`config.mk`:
```
export PLATFORM = sky130hd
export DESIGN_NAME = nist_health_monitor
export DESIGN_NICKNAME = d
export VERILOG_FILES = /design/src/rtl/nist_health_monitor.sv
export SDC_FILE = /design/constraint.sdc
export NUM_CORES = 1
export LEC_CHECK = 0
export ABC_AREA = 0
export CAP_MARGIN = 20
export CORE_UTILIZATION = 45
export DETAILED_ROUTE_END_ITERATION = 10
export GPL_TIMING_DRIVEN = 1
export PLACE_DENSITY = 0.66
export SYNTH_ARGS = -nofsm -noshare
export SYNTH_HDL_FRONTEND = slang
export SYNTH_SLANG_ARGS = --single-unit
```
`constraint.sdc`:
```
create_clock -name clk -period 7.4 [get_ports clk]
set_clock_uncertainty 0.1 [all_clocks]
set_input_delay 1.11 -clock clk [delete_from_list [all_inputs] [get_ports clk]]
set_output_delay 1.11 -clock clk [all_outputs]
set_load 0.1 [all_outputs]
```
`src/rtl/nist_health_monitor.sv`:
```
// NIST health monitor: edge-detects per-test error levels, keeps sticky flags and
// saturating failure counters, and raises an entropy alarm on too many failures per window.

module nist_hm_lane #(
   parameter int CNT_W = 8
) (
   input  logic             clk,
   input  logic             rstn,
   input  logic             clr,
   input  logic             err_in,
   input  logic             cnt_en,
   input  logic             stk_clr,
   output logic             evt,
   output logic             sticky,
   output logic [CNT_W-1:0] cnt
);
   logic             err_q, err_d;
   logic             sticky_q, sticky_d;
   logic [CNT_W-1:0] cnt_q, cnt_d;

   assign err_d  = err_in;
   assign evt    = err_in & ~err_q;
   assign sticky = sticky_q;
   assign cnt    = cnt_q;

   always_comb begin
      sticky_d = sticky_q;
      cnt_d    = cnt_q;
      if (clr) begin
         sticky_d = 1'b0;
         cnt_d    = '0;
      end else begin
         if (stk_clr) sticky_d = 1'b0;
         // a new failure in the acknowledge cycle must stay visible
         if (cnt_en && evt) begin
            sticky_d = 1'b1;
            if (cnt_q != '1) cnt_d = cnt_q + 1'b1;
         end
      end
   end

   always_ff @(posedge clk or negedge rstn) begin
      if (!rstn) begin
         err_q    <= 1'b0;
         sticky_q <= 1'b0;
         cnt_q    <= '0;
      end else begin
         err_q    <= err_d;
         sticky_q <= sticky_d;
         cnt_q    <= cnt_d;
      end
   end
endmodule

module nist_health_monitor #(
   parameter int N_TESTS       = 3,
   parameter int CNT_W         = 8,
   parameter int WARMUP_CYCLES = 128,
   parameter int WINDOW        = 1024,
   parameter int ALARM_THR     = 4,
   localparam int SEL_W        = (N_TESTS > 1) ? $clog2(N_TESTS) : 1
) (
   input  logic               clk,
   input  logic               rstn,
   input  logic               clr,
   input  logic [N_TESTS-1:0] err_in,
   input  logic               ack,
   input  logic [SEL_W-1:0]   sel,
   output logic               healthy,
   output logic               alarm,
   output logic [N_TESTS-1:0] sticky,
   output logic [CNT_W-1:0]   fail_cnt
);
   localparam int WARM_W = $clog2(WARMUP_CYCLES);
   localparam int WIN_W  = $clog2(WINDOW);
   localparam int EVT_W  = (ALARM_THR > 1) ? $clog2(ALARM_THR + 1) : 1;
   localparam int PC_W   = $clog2(N_TESTS + 1);
   localparam int SUM_W  = ((EVT_W > PC_W) ? EVT_W : PC_W) + 1;

   typedef enum logic [1:0] {ST_WARMUP, ST_MONITOR, ST_ALARM} state_t;

   state_t                          state_q, state_d;
   logic   [WARM_W-1:0]             warm_cnt_q, warm_cnt_d;
   logic   [WIN_W-1:0]              win_cnt_q, win_cnt_d;
   logic   [EVT_W-1:0]              win_evt_q, win_evt_d;
   logic   [N_TESTS-1:0]            evt;
   logic   [N_TESTS-1:0][CNT_W-1:0] cnt;
   logic   [PC_W-1:0]               pop;
   logic   [SUM_W-1:0]              win_sum;
   logic                            wrap, cnt_en, stk_clr;

   assign cnt_en  = (state_q != ST_WARMUP);
   assign stk_clr = (state_q == ST_ALARM) && ack;
   assign healthy = (state_q == ST_MONITOR);
   assign alarm   = (state_q == ST_ALARM);

   for (genvar g = 0; g < N_TESTS; g++) begin : g_lane
      nist_hm_lane #(.CNT_W(CNT_W)) u_lane (
         .clk     (clk),
         .rstn    (rstn),
         .clr     (clr),
         .err_in  (err_in[g]),
         .cnt_en  (cnt_en),
         .stk_clr (stk_clr),
         .evt     (evt[g]),
         .sticky  (sticky[g]),
         .cnt     (cnt[g])
      );
   end

   always_comb begin
      fail_cnt = '0;
      for (int i = 0; i < N_TESTS; i++)
         if (sel == SEL_W'(i)) fail_cnt = cnt[i];
   end

   always_comb begin
      pop = '0;
      for (int i = 0; i < N_TESTS; i++) pop = pop + PC_W'(evt[i]);
   end

   // the wrap cycle's events open the next window instead of closing the old one
   assign wrap    = (win_cnt_q == WIN_W'(WINDOW - 1));
   assign win_sum = (wrap ? '0 : SUM_W'(win_evt_q)) + SUM_W'(pop);

   always_comb begin
      state_d    = state_q;
      warm_cnt_d = warm_cnt_q;
      win_cnt_d  = win_cnt_q;
      win_evt_d  = win_evt_q;
      if (clr) begin
         state_d    = ST_WARMUP;
         warm_cnt_d = '0;
         win_cnt_d  = '0;
         win_evt_d  = '0;
      end else begin
         case (state_q)
            ST_WARMUP: begin
               if (warm_cnt_q == WARM_W'(WARMUP_CYCLES - 1)) begin
                  state_d    = ST_MONITOR;
                  warm_cnt_d = '0;
               end else begin
                  warm_cnt_d = warm_cnt_q + 1'b1;
               end
            end
            ST_MONITOR: begin
               win_cnt_d = wrap ? '0 : win_cnt_q + 1'b1;
               if (win_sum >= SUM_W'(ALARM_THR)) begin
                  win_evt_d = EVT_W'(ALARM_THR);
                  state_d   = ST_ALARM;
               end else begin
                  win_evt_d = EVT_W'(win_sum);
               end
            end
            ST_ALARM: begin
               if (ack) begin
                  state_d   = ST_MONITOR;
                  win_cnt_d = '0;
                  win_evt_d = '0;
               end
            end
            default: state_d = ST_WARMUP;
         endcase
      end
   end

   always_ff @(posedge clk or negedge rstn) begin
      if (!rstn) begin
         state_q    <= ST_WARMUP;
         warm_cnt_q <= '0;
         win_cnt_q  <= '0;
         win_evt_q  <= '0;
      end else begin
         state_q    <= state_d;
         warm_cnt_q <= warm_cnt_d;
         win_cnt_q  <= win_cnt_d;
         win_evt_q  <= win_evt_d;
      end
   end
endmodule
```
* Yosys cells after proc, flatten, opt, wreduce, memory -nomap -nowiden *
Cells that the tools add are included.

storage, ports and cells
  logic and storage cells = 99
  register bits = 52
  output and inout port bits = 13

operators by class
  mux-type cells = 36
  reductions and logical operators = 23
  equal/unequal tests = 12
  add/subtract/negate cells = 8
  $lt $le $gt $ge = 1
  bitwise operators = 6

operators with widths
  cell                                                                   number
  8-bit 2-to-1 mux                                                       12
  10-bit 2-to-1 mux                                                      3
  8-bit by 1-bit adder with 8-bit output, second input constant          3
  8-bit inequality test, second input constant                           3
  7-bit 2-to-1 mux                                                       3
  10-bit case mux with 2 select lines                                    1
  2-bit nonzero test                                                     8
  3-bit 2-to-1 mux                                                       4
  3-bit nonzero test                                                     4
  10-bit by 1-bit adder with 10-bit output, second input constant        1
  10-bit equality test, second input constant                            1
  2-bit 2-to-1 mux                                                       4
  2-bit AND reduction                                                    4
  7-bit by 1-bit adder with 7-bit output, second input constant          1
  7-bit equality test, second input constant                             1
  1-bit 2-to-1 mux                                                       7
  3-bit inequality test, second input constant                           2
  2-bit case mux with 3 select lines                                     1
  3-bit case mux with 2 select lines                                     1
  3-bit by 2-bit adder with 4-bit output                                 1
  2-bit by 1-bit equality test with 1-bit output, second input constant  2
  2-bit equality test, second input constant                             2
  4-bit by 3-bit >= comparator with 1-bit output, second input constant  1
  1-bit logical AND                                                      4
  other kinds (7)                                                        12

* Logic depth before layout (Yosys ltp) *
  depth after elaboration = 9
  mapped depth = 10

* Cells and area by module *
A second synthesis with hierarchy kept.

unflattened totals
  cell total of the unflattened synthesis = 323
  area, all modules = 3245.6 um2

by module, submodules not included
  module               area an instance (um2)  cells each  times used  seq. area each (um2)
  nist_hm_lane         589.3                   55          3           250.2
  nist_health_monitor  1477.7                  158         1           550.5

* Worst setup path before layout *
No wires, ideal clock.

  path type = input-to-output
  start = input sel[0]
  end = output fail_cnt[0]
  data required time = 6.190 ns
  stages on the path = 3
  arrival = 3.736 ns
  path slack = 2.454 ns
  path through = clkbuf_1 mux2i_1 o21ai_0

between the ends
  cells in the longest elaborated chain, start to end = 4
  elaborated cells on any way between the ends = 6
  those cells by class = eq/ne: 2; mux: 3; reduce/logical: 1

RTL lines
  what                            line  source
  start, declared                 68    input logic [SEL_W-1:0] sel,
  2-bit logical NOT               114   if (sel == SEL_W'(i)) fail_cnt = cnt[i];
  8-bit 2-to-1 mux (2 in series)  114
  8-bit 2-to-1 mux (*)            114
  end, declared                   72    output logic [CNT_W-1:0] fail_cnt

Mark *: on every way between the ends. The rest lies on a longest branch, timed or not.

* Final worst setup path *
Ends and elaborated chain as after synthesis.

==> impl_metrics.toml <==
[worst_setup_path]
cp_data_required_time_ns = 6.19
cp-end-kind = "output pin"
r2r_cells = 9
regToRegSetupSlack_ns = 4.17
startpoint_type = "input pin"
worstPathArrival_ns = 3.62
worstReg2RegStart = "win_cnt_q[0]"
crit_type = "input pin to output pin"
r2r_end = "win_evt_q[0]"
critPathMaxFanout = 9

[clock_tree]
cts_tree = "built"
worstSkewPairLatency_ns = 0.31
post_cts_buffers = 0
cts_resized = 0
hold_buffers = 0
cts.sinks = 52
clock_path_buffers = 2
root_buffer = "clkbuf_8"
clk_pin_slew_worst_paths_ns = 0.10
cts.htree.levels = 2
cts_buffers = 5

[yosys]
synth_cell_types = 50
synth_fp_nets = 329
seq_area_frac_synth_pct = 43.9
synth-seq-cells = 52
synth_flop_cell = "dfrtp_1"
netlist_area_mm2 = 0.00296
ys_warn_count = 0
ys_async_sr_fraction_pct = 100
avgSynthCellArea_um2 = 9.53
syn_inst = 311
synth_edf_count = 0

[sta]
fmax_mhz = 207
setup_viol_count_final = 0
slew_headroom_pct = 34.8
setup_tns_ns = 0
min_period_ns = 4.83
finalMaxSlewViolations = 0
worst_pin_slew_ns = 0.975
hold_ws_ns = 0.391
hold_viol = 0
period_share_pct = 65.3
rsz0062_at_grt = "no"

[layout]
layout.nets = 343
fill_cells = 576
multiInputGateArea_mm2 = 0.00154
regArea_mm2 = 0.00130
drive_above_1_share_pct = 5.52
antenna_cells = 0
final_common_cell = "dfrtp_1"
area_delta_synth_final_pct = 10.8
layout_common_cells = "dfrtp_1 (52), nand2_1 (34), nor2_1 (29)"

[global_routing]
overflow = 0
antenna_found_initial = 0
first_global_vias = 2195
grt_max_degree = 53
grt_pass1_wl_um = 10600
grt_usage_pct = 18.9

[floorplanning]
die_x_um = 83.1
rows = 29
start_util_pct = 46.7
core_area_mm2 = 0.00635
die-area_mm2 = 0.00691
die_h_um = 83.1
pin_count = 22

[detailed_routing]
routed_wl_um = 6260
viasPerCell = 5.95
firstDrtPassIters = 4
vias = 2397
drt_iter0_markers = 142
drcViolationCount = 0
ant_nets = 0
detail_route.wl_per_cell_um = 15.5

[flow_run]
cap_viol_max_count = 0

[min_path]
min_path_type = "flip-flop to flip-flop"
min_from = "win_evt_q[1]"
worstHoldPathCells = 1
min_to = "win_evt_q[1]"

[power]
peakVddDrop_v = 0.0000794
leakage_nw = 1.34
p_per_area_mw_per_mm2 = 151

[run_status]
status = "finished clean"

[placed_design]
place_congestion = 0.759
port_buffers = 21
dpl.hpwl_um = 4210
-- sequential cells by signal, indices dropped and copies added, names as in the netlist --
| signal | cells |
|---|---|
| win_evt_q | 3 |
| win_cnt_q | 10 |
| warm_cnt_q | 7 |
| g_lane.u_lane.cnt | 24 |
| state_q | 2 |
| g_lane.u_lane.sticky | 3 |
| g_lane.u_lane.err_q | 3 |
-- power by group --
part / internal [mW] / switching, mW
Combinational: 0.00926 / 0.0199
Clock: 0.0760 / 0.0997
Sequential: 0.287 / 0.00243
Total: 0.372 / 0.122
-- synth_stat cells (all sizes together), types with 2 or more instances --
library cell,count,area (µm²)
buf,13,82.6
nor2b,4,25.0
mux2i,12,120
and3,4,25.0
and4,3,26.3
a21oi,21,105
o311a,2,20.0
o211ai,3,50.1
o311ai,7,68.8
nand2,34,128
o41ai,3,26.3
fa,2,40.0
nor3,2,15.0
inv,7,26.3
nor2,29,109
dfrtp,52,1300
xor2,9,78.8
nand4,7,43.8
and2b,2,15.0
ha,7,87.6
nand3,13,70.1
a22oi,2,15.0
o31ai,9,67.6
a32o,3,30.0
or3,7,43.8
or4,7,52.6
clkbuf,3,12.5
o21ai,26,130
or4b,3,30.0
and2,4,25.0
-- metrics by stage --
stage | cell area, µm² | utilization [%] | instances | power (mW) | worst slack (ns)
2_1_floorplan | 2960 | - | 311 | 0.309 | 2.45
3_3_place_gp | 3180 | 50.1 | 395 | 0.324 | 2.67
3_5_place_dp | 3180 | 50.1 | 395 | 0.325 | 2.57
4_1_cts | 3280 | 51.7 | 403 | 0.501 | 2.57
5_1_grt | 3280 | 51.7 | 403 | 0.514 | 2.42
6_report | 3280 | 51.7 | 403 | 0.494 | 2.57
-- layer usage --
layer	GRT usage, %	wire [µm]
met5	0	0
met4	5.96	89
met3	3.58	175
met2	28.7	2880
met1	27.4	3120
-- area by class of cell --
type	instances	share of cell area (%)
Inverter	7	0.801
Clock buffer	6	2.52
Timing Repair Buffer	23	6.71
Multi-Input combinational cell	236	46.9
Clock inverter	2	0.457
Tap cell	77	2.94
Sequential cell	52	39.6
-- worst max path at each step --
stage                 from     endpoint  slack [ns]
floorplan           sel[0]  fail_cnt[0]        2.45
global placement    sel[0]  fail_cnt[0]        2.67
detailed placement  sel[0]  fail_cnt[0]        2.57
CTS                 sel[0]  fail_cnt[0]        2.57
global route        sel[0]  fail_cnt[1]        2.42
finish              sel[0]  fail_cnt[0]        2.57
-- kinds of logic (layout without fill, tap and decap cells) --
logic type	Yosys count	count (layout)	share of synthesized area [%]
AO/OA/AOI/OAI	83	83	19.3
XOR/XNOR	10	10	2.96
adder cells (fa/ha/maj)	9	9	4.31
buffers and inverters	23	38	4.10
flip-flops	52	52	43.9
multiplexers	12	12	4.05
AND/OR/NAND/NOR	122	122	21.3
-- worst max-delay path, stage by stage --
cell and delay, ns:
clkdlybuf4s50_1 0.65, nor2b_1 0.49, nand2_1 0.12, o21ai_0 0.09, clkdlybuf4s50_1 1.15
No activity file was read; power rests on OpenSTA's default activity.
